<file path="src/rtl/pipelined_decode_ctrl.sv">
// pipelined_decode_ctrl: RV32I(+M) decode stage driving the ID/EX control register, with
// load-use bubbles, mul/div occupancy, stall/flush handling and illegal-instruction flagging.
module pipelined_decode_ctrl #(
  parameter int ENABLE_M   = 1,
  parameter int MUL_CYCLES = 2,
  parameter int DIV_CYCLES = 32
) (
  input  logic        CLK,
  input  logic        RST_N,
  input  logic        InstrValid,
  input  logic [31:0] Instr,
  input  logic        Flush,
  input  logic        ExStall,
  output logic        IdStall,
  output logic        MdBusy,
  output logic        ExValid,
  output logic        ExRegWrite,
  output logic [1:0]  ExResultSrc,
  output logic        ExMemWrite,
  output logic [1:0]  ExMemSize,
  output logic        ExMemSign,
  output logic        ExJump,
  output logic        ExBranch,
  output logic [4:0]  ExALUControl,
  output logic        ExALUSrc,
  output logic [2:0]  ExImmSrc,
  output logic [4:0]  ExRd,
  output logic        ExMulDiv,
  output logic        IllegalInstr
);
  typedef struct packed {
    logic       reg_write;
    logic [1:0] result_src;
    logic       mem_write;
    logic [1:0] mem_size;
    logic       mem_sign;
    logic       jump;
    logic       branch;
    logic [4:0] alu_ctrl;
    logic       alu_src;
    logic [2:0] imm_src;
    logic [4:0] rd;
    logic       mul_div;
    logic       illegal;
  } ctrl_t;

  localparam int MAX_CYCLES = MUL_CYCLES > DIV_CYCLES ? MUL_CYCLES : DIV_CYCLES;
  localparam int CW = MAX_CYCLES > 1 ? $clog2(MAX_CYCLES) : 1;
  localparam logic [CW-1:0] MUL_LOAD = CW'(MUL_CYCLES - 1);
  localparam logic [CW-1:0] DIV_LOAD = CW'(DIV_CYCLES - 1);

  logic [6:0] op;
  logic [2:0] f3;
  logic [4:0] rs1, rs2;
  logic is_lui, is_auipc, is_jal, is_jalr, is_br, is_ld, is_st, is_opi, is_op, is_m_enc, is_md;
  logic legal, writes, rs1_used, rs2_used, load_use;
  ctrl_t dec, ex;
  logic ex_valid;
  logic [CW-1:0] cnt;

  assign op       = Instr[6:0];
  assign f3       = Instr[14:12];
  assign rs1      = Instr[19:15];
  assign rs2      = Instr[24:20];
  assign is_lui   = op == 7'b0110111;
  assign is_auipc = op == 7'b0010111;
  assign is_jal   = op == 7'b1101111;
  assign is_jalr  = op == 7'b1100111;
  assign is_br    = op == 7'b1100011;
  assign is_ld    = op == 7'b0000011;
  assign is_st    = op == 7'b0100011;
  assign is_opi   = op == 7'b0010011;
  assign is_op    = op == 7'b0110011;
  assign is_m_enc = is_op && Instr[31:25] == 7'b0000001;
  assign is_md    = is_m_enc && ENABLE_M != 0;
  assign legal    = (is_lui | is_auipc | is_jal | is_jalr | is_br | is_ld | is_st | is_opi | is_op)
                    & !(is_m_enc & !is_md);
  assign writes   = !(is_br | is_st);

  always_comb begin
    dec = '0;
    dec.illegal = !legal;
    if (legal) begin
      dec.reg_write  = writes;
      dec.result_src = is_ld ? 2'd1 : (is_auipc | is_jal | is_jalr) ? 2'd2 : 2'd0;
      dec.mem_write  = is_st;
      dec.mem_size   = Instr[13:12];
      dec.mem_sign   = Instr[14];
      dec.jump       = is_jal | is_jalr;
      dec.branch     = is_br;
      dec.alu_ctrl   = is_lui ? 5'b01001 : (is_ld | is_st) ? 5'b00000 : is_md ? {2'b10, f3}
                       : {is_br, is_opi ? (f3 == 3'b101 && Instr[30]) : Instr[30], f3};
      dec.alu_src    = is_lui | is_ld | is_opi | is_st;
      dec.imm_src    = (is_jalr | is_ld | is_opi) ? 3'd1 : is_st ? 3'd2 : is_br ? 3'd3
                       : (is_lui | is_auipc) ? 3'd4 : is_jal ? 3'd5 : 3'd0;
      dec.rd         = writes ? Instr[11:7] : 5'd0;
      dec.mul_div    = is_md;
    end
  end

  // A load in EX whose rd feeds the instruction in ID needs one bubble
  assign rs1_used = !(is_lui | is_auipc | is_jal);
  assign rs2_used = is_op | is_st | is_br;
  assign load_use = ex_valid && ex.result_src == 2'd1 && ex.rd != 5'd0 && InstrValid
                    && ((rs1_used && rs1 == ex.rd) || (rs2_used && rs2 == ex.rd));
  assign MdBusy   = cnt != '0;
  assign IdStall  = !Flush && (ExStall || MdBusy || load_use);

  always_ff @(posedge CLK or negedge RST_N) begin
    if (!RST_N) begin
      ex_valid <= 1'b0;
      ex       <= '0;
      cnt      <= '0;
    end else if (Flush) begin
      ex_valid <= 1'b0;
      ex       <= '0;
      cnt      <= '0;
    end else if (ExStall || MdBusy) begin
      cnt <= MdBusy ? cnt - CW'(1) : cnt;
    end else if (load_use) begin
      ex_valid <= 1'b0;
      ex       <= '0;
    end else begin
      ex_valid <= InstrValid;
      ex       <= InstrValid ? dec : '0;
      cnt      <= (InstrValid && dec.mul_div) ? (f3[2] ? DIV_LOAD : MUL_LOAD) : '0;
    end
  end

  assign ExValid      = ex_valid;
  assign ExRegWrite   = ex.reg_write;
  assign ExResultSrc  = ex.result_src;
  assign ExMemWrite   = ex.mem_write;
  assign ExMemSize    = ex.mem_size;
  assign ExMemSign    = ex.mem_sign;
  assign ExJump       = ex.jump;
  assign ExBranch     = ex.branch;
  assign ExALUControl = ex.alu_ctrl;
  assign ExALUSrc     = ex.alu_src;
  assign ExImmSrc     = ex.imm_src;
  assign ExRd         = ex.rd;
  assign ExMulDiv     = ex.mul_div;
  assign IllegalInstr = ex.illegal;
endmodule

</file>
<file path="config.mk">
export PLATFORM = sky130hd
export DESIGN_NAME = pipelined_decode_ctrl
export DESIGN_NICKNAME = d
export VERILOG_FILES = /design/src/rtl/pipelined_decode_ctrl.sv
export SDC_FILE = /design/constraint.sdc
export NUM_CORES = 1
export LEC_CHECK = 0
export BUFFER_PORTS_ARGS = -buffer_cell sky130_fd_sc_hd__buf_2
export CAP_MARGIN = 15
export CORE_MARGIN = 2
export CORE_UTILIZATION = 45
export DETAILED_ROUTE_END_ITERATION = 16
export GPL_TIMING_DRIVEN = 0
export PLACE_DENSITY = 0.78
export SYNTH_ARGS = -nofsm -noshare
export SYNTH_HDL_FRONTEND = slang
export SYNTH_SLANG_ARGS = --single-unit
</file>
<file path="constraint.sdc">
create_clock -name CLK -period 4.6 [get_ports CLK]
set_clock_uncertainty 0.2 [all_clocks]
set_input_delay 0.23 -clock CLK [delete_from_list [all_inputs] [get_ports CLK]]
set_output_delay 0.23 -clock CLK [all_outputs]
set_load 0.02 [all_outputs]
</file>
==> impl_results.html <==
<table>
<tr><th>Metric</th><th>Value</th></tr>
<tr><th colspan="2">Global route</th></tr>
<tr><td>Antenna violations before repair</td><td>0</td></tr>
<tr><td>Via count of the first global-routing pass</td><td>1675</td></tr>
<tr><td>Fraction of met3 tracks used by global routing</td><td>0.0389</td></tr>
<tr><td>Grt met1 use</td><td>0.315</td></tr>
<tr><td>Wire length of the first global-routing pass</td><td>7820 µm</td></tr>
<tr><td>Total congestion overflow</td><td>0</td></tr>
<tr><td>Overall track demand over capacity in global routing</td><td>0.233</td></tr>
<tr><td>Pin count of the biggest net entering global routing</td><td>32</td></tr>
<tr><td>Met2 Use GR</td><td>0.383</td></tr>
<tr><td>Grt peak-use layer</td><td>met2</td></tr>
<tr><th colspan="2">Placement</th></tr>
<tr><td>Placer's final routability congestion estimate</td><td>0.819</td></tr>
<tr><td>Placement Cell Area</td><td>2140 µm²</td></tr>
<tr><td>IO buf count</td><td>64</td></tr>
<tr><td>Detail Placement HPWL</td><td>3470 µm</td></tr>
<tr><th colspan="2">Layout</th></tr>
<tr><td>Finished Core Util</td><td>0.625</td></tr>
<tr><td>Multi-input gate area</td><td>921 µm²</td></tr>
<tr><td>Antenna cells</td><td>0</td></tr>
<tr><td>Summed area of non-filler cells in the final layout</td><td>2320 µm²</td></tr>
<tr><td>Filler Cells Inserted</td><td>331</td></tr>
<tr><td>Area occupied by registers</td><td>776 µm²</td></tr>
<tr><td>Share of cells above drive strength 1</td><td>0.308</td></tr>
<tr><td>Layout Area Growth over Synthesis</td><td>31.6%</td></tr>
<tr><td>Nets@finish</td><td>316</td></tr>
<tr><th colspan="2">Power and ir drop</th></tr>
<tr><td>Internal power consumption</td><td>0.565 mW</td></tr>
<tr><td>Clock power share</td><td>0.333</td></tr>
<tr><td>Net switching power figure</td><td>0.265 mW</td></tr>
<tr><td>Static Leak</td><td>1.17 nW</td></tr>
<tr><td>Worst IR Drop VDD</td><td>0.000148 V</td></tr>
<tr><td>Power density relative to cell area</td><td>357 nW/µm²</td></tr>
<tr><td>Sequential share of power</td><td>0.379</td></tr>
<tr><td>Sw Ratio</td><td>0.319</td></tr>
<tr><td>Combinational fraction of design power</td><td>0.288</td></tr>
<tr><th colspan="2">Floorplanning</th></tr>
<tr><td>IO Count</td><td>65</td></tr>
<tr><td>Die area</td><td>4440 µm²</td></tr>
<tr><td>Die outline width</td><td>66.6 µm</td></tr>
<tr><td>Placeable Area</td><td>3720 µm²</td></tr>
<tr><td>Initial core utilization</td><td>0.475</td></tr>
<tr><td>Die height</td><td>66.6 µm</td></tr>
<tr><td>Number of standard-cell rows in the floorplan</td><td>22</td></tr>
<tr><th colspan="2">Clock network</th></tr>
<tr><td>CTS tree</td><td>built</td></tr>
<tr><td>Root buf cell</td><td>sky130_fd_sc_hd__clkbuf_8</td></tr>
<tr><td>Post-cts resize count</td><td>0</td></tr>
<tr><td>Number of sinks handled by clock tree synthesis</td><td>31</td></tr>
<tr><td>Insertion delay to the later sink of the worst-skew pair</td><td>0.28 ns</td></tr>
<tr><td>Clock H-tree levels</td><td>2</td></tr>
<tr><td>Max Root-Sink Buffers</td><td>2</td></tr>
<tr><td>CTS clock-pin slew for the worst setup and hold paths</td><td>0.07 ns</td></tr>
<tr><td>Buffer count from post-CTS setup fixing</td><td>0</td></tr>
<tr><td>CTS buffer count</td><td>5</td></tr>
<tr><th colspan="2">Setup path</th></tr>
<tr><td>Data arrival time of the critical path</td><td>2.61 ns</td></tr>
<tr><td>Minimum setup slack among reg-to-reg paths</td><td>1.98 ns</td></tr>
<tr><td>CP bufs+invs</td><td>2</td></tr>
<tr><td>Critical path startpoint</td><td>cnt[0]</td></tr>
<tr><td>Max incr delay on CP</td><td>0.40 ns</td></tr>
<tr><td>Crit path depth</td><td>8</td></tr>
<tr><td>Worst flop-to-flop path startpoint</td><td>cnt[0]</td></tr>
<tr><td>Top delay family on crit path</td><td>simple AND/OR/NAND/NOR gates</td></tr>
<tr><td>R2r worst-path depth</td><td>8</td></tr>
<tr><td>Critical path data required time</td><td>4.59 ns</td></tr>
<tr><td>Crit-path slowest cell</td><td>sky130_fd_sc_hd__dfrtp_1</td></tr>
<tr><td>Worst-path maximum fanout</td><td>10</td></tr>
<tr><td>Critical Path Source Type</td><td>flop</td></tr>
<tr><td>Cell-by-cell listing of the critical path</td><td>inv_1, ha_1, nor4b_4, nand2_1, a41oi_2, nand4_2, clkbuf_2, o21ai_0</td></tr>
<tr><td>Start-to-end type of the worst setup path</td><td>reg2reg</td></tr>
<tr><td>Endpoint type of the worst setup path</td><td>flop</td></tr>
<tr><th colspan="2">STA</th></tr>
<tr><td>Max Clock Freq</td><td>381 MHz</td></tr>
<tr><td>Shortest clock period the worst path allows after layout</td><td>2.62 ns</td></tr>
<tr><td>Setup TNS</td><td>0 ns</td></tr>
<tr><td>Final hold violation count</td><td>0</td></tr>
<tr><td>Transition time at the pin with the least slew margin</td><td>0.687 ns</td></tr>
<tr><td>Number of setup violations in the final report</td><td>0</td></tr>
<tr><td>RSZ-0062 raised after global routing</td><td>false</td></tr>
<tr><td>Slew Viols, Final</td><td>0</td></tr>
<tr><td>Max transition margin</td><td>0.542</td></tr>
<tr><td>Final cycle utilization of the critical path</td><td>0.570</td></tr>
<tr><th colspan="2">Yosys</th></tr>
<tr><td>Post-synthesis cell count</td><td>201</td></tr>
<tr><td>EDFF count, synth</td><td>0</td></tr>
<tr><td>Sequential area share after synthesis</td><td>0.440</td></tr>
<tr><td>Net Count, Synth</td><td>239</td></tr>
<tr><td>Count of warnings emitted by yosys</td><td>0</td></tr>
<tr><td>Syn Std Cell Area</td><td>1760 µm²</td></tr>
<tr><td>Fraction of the mapped netlist area in compound gates</td><td>0.172</td></tr>
<tr><td>Dominant combinational cell family by area after synthesis</td><td>simple AND/OR/NAND/NOR gates</td></tr>
<tr><td>Area share of xor/xnor cells in the synthesized design</td><td>0.0596</td></tr>
<tr><td>Synthesized-area fraction occupied by adder cells</td><td>0.00709</td></tr>
<tr><td>Average cell area after synthesis</td><td>8.78 µm²</td></tr>
<tr><td>Number of different library cells in the post-synthesis netlist</td><td>49</td></tr>
<tr><td>Share of flip-flops with an asynchronous set or reset</td><td>1.00</td></tr>
<tr><td>FF+latch count, synth</td><td>31</td></tr>
<tr><td>Share of synthesized cell area in and, or, nand and nor gates</td><td>0.277</td></tr>
<tr><td>Top FF cell, synth</td><td>sky130_fd_sc_hd__dfrtp_1</td></tr>
<tr><td>Mux cell area share after synthesis</td><td>0.00567</td></tr>
<tr><th colspan="2">Route</th></tr>
<tr><td>Vias after detailed routing</td><td>1720</td></tr>
<tr><td>Final antenna-violating net count</td><td>0</td></tr>
<tr><td>Length of the first detailed-routing pass in iterations</td><td>4</td></tr>
<tr><td>Number of remaining DRC errors</td><td>0</td></tr>
<tr><td>Wire per inst</td><td>14.0 µm</td></tr>
<tr><td>Total wirelength of the detailed-routed design</td><td>4590 µm</td></tr>
<tr><td>Number of vias per cell after detailed routing</td><td>5.26</td></tr>
<tr><td>Iteration-0 DRC count of the detailed router</td><td>100</td></tr>
<tr><th colspan="2">Hold path</th></tr>
<tr><td>HP Start</td><td>Instr[14]</td></tr>
<tr><td>HP Class</td><td>in2reg</td></tr>
<tr><td>Worst Hold Path Cells</td><td>3</td></tr>
<tr><th colspan="2">Outcome</th></tr>
<tr><td>Run status</td><td>finished clean</td></tr>
<tr><th colspan="2">Flow run</th></tr>
<tr><td>Max-capacitance violation count</td><td>0</td></tr>
</table>
-- layout by cell type (no fill, tap or decap), drive strengths merged, types with 2 or more instances in the layout --
master	netlist	layout
nor2b	2	2
dfrtp	31	31
nor4	4	4
nor3	5	5
dlygate4sd3	0	6
nor2	10	10
nand2b	5	5
and3	2	2
buf	3	67
a41oi	2	2
nand3	5	5
nand2	46	46
xnor2	6	6
o31ai	6	6
inv	9	9
xor2	6	6
clkbuf	4	10
a21oi	10	10
o21ai	21	21
or4	2	2
-- power by group through the flow --
stage / clock network, mW / registers (mW) / logic, mW
detailed placement: 0 / 0.319 / 0.236
global route: 0.292 / 0.317 / 0.271
CTS: 0.278 / 0.315 / 0.241
floorplan: 0 / 0.322 / 0.161
global placement: 0 / 0.318 / 0.232
finish: 0.276 / 0.315 / 0.239
-- cells by family (layout without fill, tap and decap cells) --
family	count (synthesis)	after routing
and+or+nand+nor	93	93
xor gates and xnor gates	12	12
AOI/OAI and AO/OA	47	47
buffers and inverters	16	94
DFF	31	31
muxes	1	1
adders and majority gates	1	1
-- path summary, 6_finish.rpt --
path | end
hold / removal | ExALUControl[2]
setup / recovery | ExALUControl[1]
setup reg to reg | ExALUControl[1]
min in group asynchronous | ExALUControl[4]
hold reg to reg | ExImmSrc[2]
max in group asynchronous | ExImmSrc[1]
-- routing by layer --
| layer | part of all wire | up-vias |
|---|---|---|
| met2 | 0.48 | 54 |
| li1 | - | 853 |
| met1 | 0.46 | 809 |
| met4 | 0.010 | 0 |
| met5 | 0 | - |
| met3 | 0.050 | 4 |
-- cell usage after synthesis (2+ instances only) --
| cell | count | share of area |
|---|---|---|
| sky130_fd_sc_hd__buf_2 | 2 | 0.0057 |
| sky130_fd_sc_hd__o31ai_1 | 5 | 0.021 |
| sky130_fd_sc_hd__nor2_1 | 10 | 0.021 |
| sky130_fd_sc_hd__inv_1 | 9 | 0.019 |
| sky130_fd_sc_hd__nand2b_1 | 5 | 0.018 |
| sky130_fd_sc_hd__nor3_1 | 5 | 0.014 |
| sky130_fd_sc_hd__xor2_1 | 6 | 0.030 |
| sky130_fd_sc_hd__xnor2_1 | 6 | 0.030 |
| sky130_fd_sc_hd__nor4_1 | 3 | 0.011 |
| sky130_fd_sc_hd__a21oi_1 | 9 | 0.026 |
| sky130_fd_sc_hd__o21ai_0 | 20 | 0.057 |
| sky130_fd_sc_hd__nand2_1 | 45 | 0.096 |
| sky130_fd_sc_hd__nand3_1 | 5 | 0.014 |
| sky130_fd_sc_hd__nor2b_1 | 2 | 0.0071 |
| sky130_fd_sc_hd__clkbuf_1 | 3 | 0.0064 |
| sky130_fd_sc_hd__dfrtp_1 | 31 | 0.44 |
| sky130_fd_sc_hd__and3_1 | 2 | 0.0071 |
| sky130_fd_sc_hd__or4_1 | 2 | 0.0085 |
-- tightest hold or removal path, delay by kind of cell --
family          cells  cell delay [ns]
simple gates        1             0.05
compound gates      1             0.07
buf+inv             1             0.10
-- flip-flops by register name, indices dropped and copies added (netlist names) --
| signal | cells |
|---|---|
| ExALUSrc | 1 |
| ExMemSign | 1 |
| cnt | 5 |
| ExJump | 1 |
| ExMemWrite | 1 |
| ExALUControl | 5 |
| ExMemSize | 2 |
| ExBranch | 1 |
| ExRd | 5 |
| ExRegWrite | 1 |
| IllegalInstr | 1 |
| ExValid | 1 |
| ExMulDiv | 1 |
| ExResultSrc | 2 |
| ExImmSrc | 3 |
-- cell type report --
| type | count | area share |
|---|---|---|
| Clock inverter | 2 | 0.0151 |
| Clock buffer | 6 | 0.0356 |
| Tap cell | 48 | 0.0259 |
| Sequential cell | 31 | 0.334 |
| Buffer | 7 | 0.0145 |
| Multi-Input combinational cell | 154 | 0.397 |
| Inverter | 9 | 0.0145 |
| Timing Repair Buffer | 70 | 0.164 |
-- what timing repair did --
item | 4_1_cts | 5_1_grt
hold buffers | 6 | 0
hold endpoints to repair | 36 | 0
setup endpoints to repair | 0 | 0
-- stage by stage --
stage                     hold slack, ns  instances  total power [mW]  setup slack [ns]
after floorplan                   -0.266        201             0.483              2.35
after global placement             0.100        313             0.550              2.12
after detailed placement           0.101        313             0.555              2.02
after CTS                         0.0176        327             0.834              1.98
after global routing              0.0365        327             0.881              1.71
final                             0.0120        327             0.830              1.98
(Power assumes the default switching activity.)
